===== src/rtl/spi_mcu_rx.sv =====
// SPI mode-0 slave receiver: oversamples mcu_sck/mcu_ce/mcu_sdi on fpga_sck and delivers WIDTH-bit MSB-first words.
// Latency: data_valid rises SYNC_STAGES+2 fpga_sck cycles after the mcu_sck edge carrying the last bit.
// Backpressure: none by default (single-cycle strobe); with SPI_RX_HOLD_EN data_valid holds until data_ack, newer words overwrite and set sticky overrun.
module spi_mcu_rx #(
    parameter int WIDTH       = 16,
    parameter int SYNC_STAGES = 2
) (
    input  logic             fpga_sck,
    input  logic             reset,
    input  logic             mcu_sck,
    input  logic             mcu_ce,
    input  logic             mcu_sdi,
    input  logic             data_ack,
    output logic [WIDTH-1:0] data_out,
    output logic             data_valid,
    output logic             busy,
    output logic             frame_err,
    output logic             overrun
);

    localparam int CW = $clog2(WIDTH + 1);
    localparam logic [CW-1:0] FULL = CW'(WIDTH);

    typedef enum logic [1:0] {IDLE, SHIFT, DONE} state_t;

    state_t                 state;
    logic [SYNC_STAGES-1:0] sck_sync, ce_sync, sdi_sync;
    logic                   sck_prev, ce_prev;
    logic [CW-1:0]          cnt;
    logic [WIDTH-1:0]       shreg;
    logic                   extra;
    logic                   ce_gone;

    logic          sck_s, ce_s, sdi_s;
    logic          sck_rise, ce_rise, ce_fall;
    logic [CW-1:0] cnt_nxt;

    assign sck_s    = sck_sync[SYNC_STAGES-1];
    assign ce_s     = ce_sync[SYNC_STAGES-1];
    assign sdi_s    = sdi_sync[SYNC_STAGES-1];
    assign sck_rise = sck_s & ~sck_prev;
    assign ce_rise  = ce_s & ~ce_prev;
    assign ce_fall  = ~ce_s & ce_prev;
    assign cnt_nxt  = sck_rise ? cnt + CW'(1) : cnt;

    always_ff @(posedge fpga_sck) begin
        if (reset) begin
            sck_sync <= '0;
            ce_sync  <= '0;
            sdi_sync <= '0;
            sck_prev <= 1'b0;
            ce_prev  <= 1'b0;
        end else begin
            sck_sync <= {sck_sync[SYNC_STAGES-2:0], mcu_sck};
            ce_sync  <= {ce_sync[SYNC_STAGES-2:0], mcu_ce};
            sdi_sync <= {sdi_sync[SYNC_STAGES-2:0], mcu_sdi};
            sck_prev <= sck_s;
            ce_prev  <= ce_s;
        end
    end

`ifndef SPI_RX_HOLD_EN
    logic unused_ack;
    assign unused_ack = data_ack;
`endif

    always_ff @(posedge fpga_sck) begin
        if (reset) begin
            state      <= IDLE;
            cnt        <= '0;
            shreg      <= '0;
            extra      <= 1'b0;
            ce_gone    <= 1'b0;
            data_out   <= '0;
            data_valid <= 1'b0;
            busy       <= 1'b0;
            frame_err  <= 1'b0;
            overrun    <= 1'b0;
        end else begin
            frame_err <= 1'b0;
`ifdef SPI_RX_HOLD_EN
            if (data_ack && data_valid)
                data_valid <= 1'b0;
`else
            data_valid <= 1'b0;
            overrun    <= 1'b0;
`endif
            case (state)
                IDLE: begin
                    busy <= 1'b0;
                    if (ce_rise) begin
                        state   <= SHIFT;
                        busy    <= 1'b1;
                        cnt     <= '0;
                        shreg   <= '0;
                        extra   <= 1'b0;
                        ce_gone <= 1'b0;
                    end
                end
                SHIFT: begin
                    if (sck_rise && cnt != FULL) begin
                        shreg <= {shreg[WIDTH-2:0], sdi_s};
                        cnt   <= cnt_nxt;
                    end
                    if (cnt == FULL) begin
                        // Word captured on the previous cycle; deliver it now.
                        data_out   <= shreg;
                        data_valid <= 1'b1;
                        extra      <= sck_rise;
`ifdef SPI_RX_HOLD_EN
                        if (data_valid && !data_ack)
                            overrun <= 1'b1;
`endif
                        if (ce_fall || ce_gone) begin
                            state     <= IDLE;
                            busy      <= 1'b0;
                            frame_err <= sck_rise;
                        end else begin
                            state <= DONE;
                        end
                    end else if (ce_fall) begin
                        if (cnt_nxt < FULL) begin
                            frame_err <= 1'b1;
                            state     <= IDLE;
                            busy      <= 1'b0;
                        end else begin
                            ce_gone <= 1'b1;
                        end
                    end
                end
                DONE: begin
                    if (sck_rise)
                        extra <= 1'b1;
                    if (ce_fall) begin
                        frame_err <= extra | sck_rise;
                        state     <= IDLE;
                        busy      <= 1'b0;
                    end
                end
                default: begin
                    state <= IDLE;
                    busy  <= 1'b0;
                end
            endcase
        end
    end

endmodule


===== config.mk =====
export PLATFORM = sky130hd
export DESIGN_NAME = spi_mcu_rx
export DESIGN_NICKNAME = d
export VERILOG_FILES = /design/src/rtl/spi_mcu_rx.sv
export SDC_FILE = /design/constraint.sdc
export NUM_CORES = 1
export LEC_CHECK = 0
export ABC_AREA = 0
export BUFFER_PORTS_ARGS = -buffer_cell sky130_fd_sc_hd__buf_2
export CAP_MARGIN = 20
export CELL_PAD_IN_SITES_DETAIL_PLACEMENT = 0
export CELL_PAD_IN_SITES_GLOBAL_PLACEMENT = 2
export CORE_UTILIZATION = 31
export CTS_CLUSTER_SIZE = 16
export DETAILED_ROUTE_END_ITERATION = 8
export HOLD_SLACK_MARGIN = 0.02
export MAX_ROUTING_LAYER = met4
export PLACE_DENSITY_LB_ADDON = 0.1
export SETUP_SLACK_MARGIN = 0.15
export SLEW_MARGIN = 20
export SYNTH_ARGS = -nofsm -noshare
export SYNTH_HDL_FRONTEND = slang
export SYNTH_SLANG_ARGS = --single-unit

===== constraint.sdc =====
create_clock -name fpga_sck -period 1.7 [get_ports fpga_sck]
set_input_delay 0.17 -clock fpga_sck [delete_from_list [all_inputs] [get_ports fpga_sck]]
set_output_delay 0.17 -clock fpga_sck [all_outputs]
set_load 0.02 [all_outputs]

==> metrics.md <==
| Metric | Value |
|---|---|
| Run status | finished clean |
| Worst setup EP type | flop |
| Initial antenna violation count | 0 |
| Starting Density | 32.46% |
| CP startpoint kind | flop |
| DIE AREA | 7019 um2 |
| Ys Warns | 0 |
| Hold_buf cts | 0 |
| Core area | 6386 um2 |
| Worst-skew pair later-pin latency | 310 ps |
| P&R area growth vs syn | 42.06% |
| First-pass GRT wire length | 7.872 mm |
| Vias in the first global route | 1578 |
| Synth top area share | 50.21% |
| WS Path Type | reg -> reg |
| CTS tree | built |
| Setup WS pre-CTS | -28.27 ps |
| Final ANT Viol Nets | 0 |
| Cell taking the most area after synthesis | dfxtp_1 |
| First-iteration detailed-routing DRC count | 110 |
| Slew headroom | 62.22% |
| Drt first pass iters | 4 |
| Syn Inst Count | 237 |
| Chip width | 83.78 um |
| Pwr dens | 776.4 nW/um2 |
| Final layout net count | 290 |
| Vias | 1750 |
| Max IR drop VDD | 458.2 uV |
| Total negative slack | 0 ps |
| Root Driver | clkbuf_8 |
| Post-synth cell types | 37 |
| ANT cells | 0 |
| R2R cell count | 6 |
| Fin worst setup slack | 36.03 ps |
| Final hold vios | 0 |
| Die H | 83.78 um |
| Synthesized area | 2073 um2 |
| RSZ-0062 raised after global routing | true |
| Final worst path period need | 1664 ps |
| CP max FO | 4 |
| Hold path depth | 2 |
| Mapped Avg Cell Area | 8.748 um2 |
| GRT overflow | 0 |
| All-Layer GR Usage | 14.54% |
| Layout Utilization | 46.12% |
| Lkg Pwr | 0.001085 uW |
| Routed WL per cell | 14.44 um |
| DRC | 0 |
| Measured slew at the worst slew-check pin | 566.7 ps |
| Slowest library cell on the worst path | dfxtp_4 |
| Post-synthesis sequential area ratio | 50.21% |
| Largest net degree at the start of global routing | 52 |
| Slew Viols, Final | 0 |
| Placed cells | 335 |
| Min-Delay Path Class | in -> reg |
| Post-Syn Nets | 249 |
| CTS sink count | 52 |
| Final setup viols | 0 |
| I/O Buffers | 23 |
| H-tree depth | 2 |
| # IOs | 26 |
| FP Rows | 29 |
| Critical path's largest stage delay | 400 ps |
| DP HPWL | 2.881 mm |
| R2R setup slack | 40 ps |
| Non-Filler Instances | 356 |
| Drt total wl | 5.142 mm |
| Max-cap violations | 0 |
| CTS Buf Count | 5 |
| FF+latch count, synth | 52 |
| Fmax | 601.0 MHz |
| Fraction of final layout cells sized beyond drive strength 1 | 43.37% |
| Clock Skew | 10.14 ps |
| Vias/cell | 4.916 |
| Crit-path cells | ha_4 > nand3_2 > or3_4 > a21oi_4 > nor2_2 > a2111oi_2 |
| GP Congestion | 0.7491 |
| CTS clk-pin slew, worst paths | 100 ps |
| Data arrival, critical path | 1870 ps |
| Fillers | 649 |
| Ranking of synthesized cells by area | dfxtp_1 50%, nand2_1 7.1%, a22oi_1 6.2% |
| Crit path required time | 1900 ps |
| CTS max path bufs | 2 |
| Final period utilization | 97.88% |
==> path summary, 6_finish.rpt <==
| kind | from | end |
|---|---|---|
| worst max register to register | cnt[0]$_SDFFE_PP0P_ | ce_gone$_SDFFE_PP0P_ |
| worst max-delay path | cnt[0]$_SDFFE_PP0P_ | ce_gone$_SDFFE_PP0P_ |
| worst min register to register | sck_sync[0]$_SDFF_PP0_ | sck_sync[1]$_SDFF_PP0_ |
| worst min-delay path | mcu_ce | ce_sync[0]$_SDFF_PP0_ |
==> synthesized netlist by cell type <==
cell / instances
dfxtp_1: 52
nand2_1: 39
nor2_1: 28
a21oi_1: 22
a22oi_1: 17
nor2b_1: 11
clkbuf_1: 9
inv_1: 8
ha_1: 6
buf_2: 5
nand3_1: 5
nor3_1: 5
o21ai_0: 3
mux2i_1: 2
nand2b_1: 2
o2111ai_1: 2
a2111oi_2: 1
a211oi_1: 1
a211oi_2: 1
a21boi_0: 1
a21oi_2: 1
a221oi_2: 1
a31o_2: 1
a31oi_1: 1
and4bb_2: 1
buf_4: 1
conb_1: 1
nand2b_4: 1
nand3b_1: 1
nand4bb_1: 1
o221ai_1: 1
o22ai_1: 1
o41ai_1: 1
or2_2: 1
or3_4: 1
or4_1: 1
xor2_1: 1
==> layout make-up <==
class / count / area [um2] / share of cell area [%]
timing repair buffer: 49 / 467.9 / 15.89
inverter: 8 / 35.03 / 1.189
clock buffer: 5 / 68.82 / 2.336
sequential: 52 / 1056 / 35.85
multi-input combinational: 162 / 1200 / 40.74
tap: 77 / 96.34 / 3.271
clock inverter: 3 / 21.27 / 0.7222
==> worst max-delay path: cells and delay by family (launching register included) <==
kind / cells / cell delay, ps
AOI/OAI and AO/OA: 2 / 510
adders and majority gates: 1 / 150
DFF: 1 / 400
and+or+nand+nor: 3 / 510
==> what timing repair did <==
| action | in CTS | in global routing |
|---|---|---|
| endpoints found under the hold margin | 0 | 0 |
| gates cloned | 2 | 3 |
| resized for setup | 31 | 46 |
| pin swaps | 12 | 16 |
| buffers inserted | 2 | 6 |
| setup endpoints to repair | 41 | 43 |
==> cell families after synthesis <==
kind of cell	after synthesis	synth area share, %
flops	52	50.21
simple gates	97	21.85
xor+xnor	1	0.4225
compound gates	55	18.11
other cells	1	0.1809
mux	2	0.9656
fa+ha+maj	6	3.621
buf+inv	23	4.647
==> placed cells by master (no fill, tap or decap), drive strengths merged, types with 2 or more instances in the layout <==
cell type and count:
a211oi 2, inv 9, o21ai 3, a21oi 23, nor3 5, a22oi 17
nand2b 3, buf 46, mux2i 2, ha 6, nand2 39, o2111ai 2
nand3 5, nor2b 11, dfxtp 52, nor2 28, clkbuf 8
==> per-stage QoR <==
stage               power [uW]  hold slack [ps]  instance area, um2
finish                    2287            64.41                2945
global route              2400            54.59                2945
CTS                       2305            54.19                2650
detailed placement        1516            383.7                2375
global placement          1518            378.7                2375
floorplan                 1431            298.2                2091
==> flip-flops by register name (all words and copies together) (netlist names) <==
name        cells
extra           1
state           2
shreg          16
busy            1
frame_err       1
ce_sync         2
sck_sync        2
sdi_sync        2
sck_prev        1
data_out       16
cnt             5
data_valid      1
ce_gone         1
ce_prev         1
==> power by group <==
| group | leakage, uW | internal [uW] | total [uW] | switching (uW) |
|---|---|---|---|---|
| clock network | 0.0000445 | 293 | 725 | 432 |
| logic | 0.000617 | 137 | 321 | 184 |
| registers | 0.000423 | 1230 | 1240 | 11.5 |
| total | 0.00108 | 1660 | 2290 | 628 |
==> layer usage <==
| layer | track usage, % | routed length (um) |
|---|---|---|
| met3 | 2.967 | 128 |
| met2 | 21.58 | 2216 |
| met5 | - | 0 |
| met1 | 19.86 | 2736 |
| met4 | 4.622 | 61 |
No activity file was read; power rests on OpenSTA's default activity.
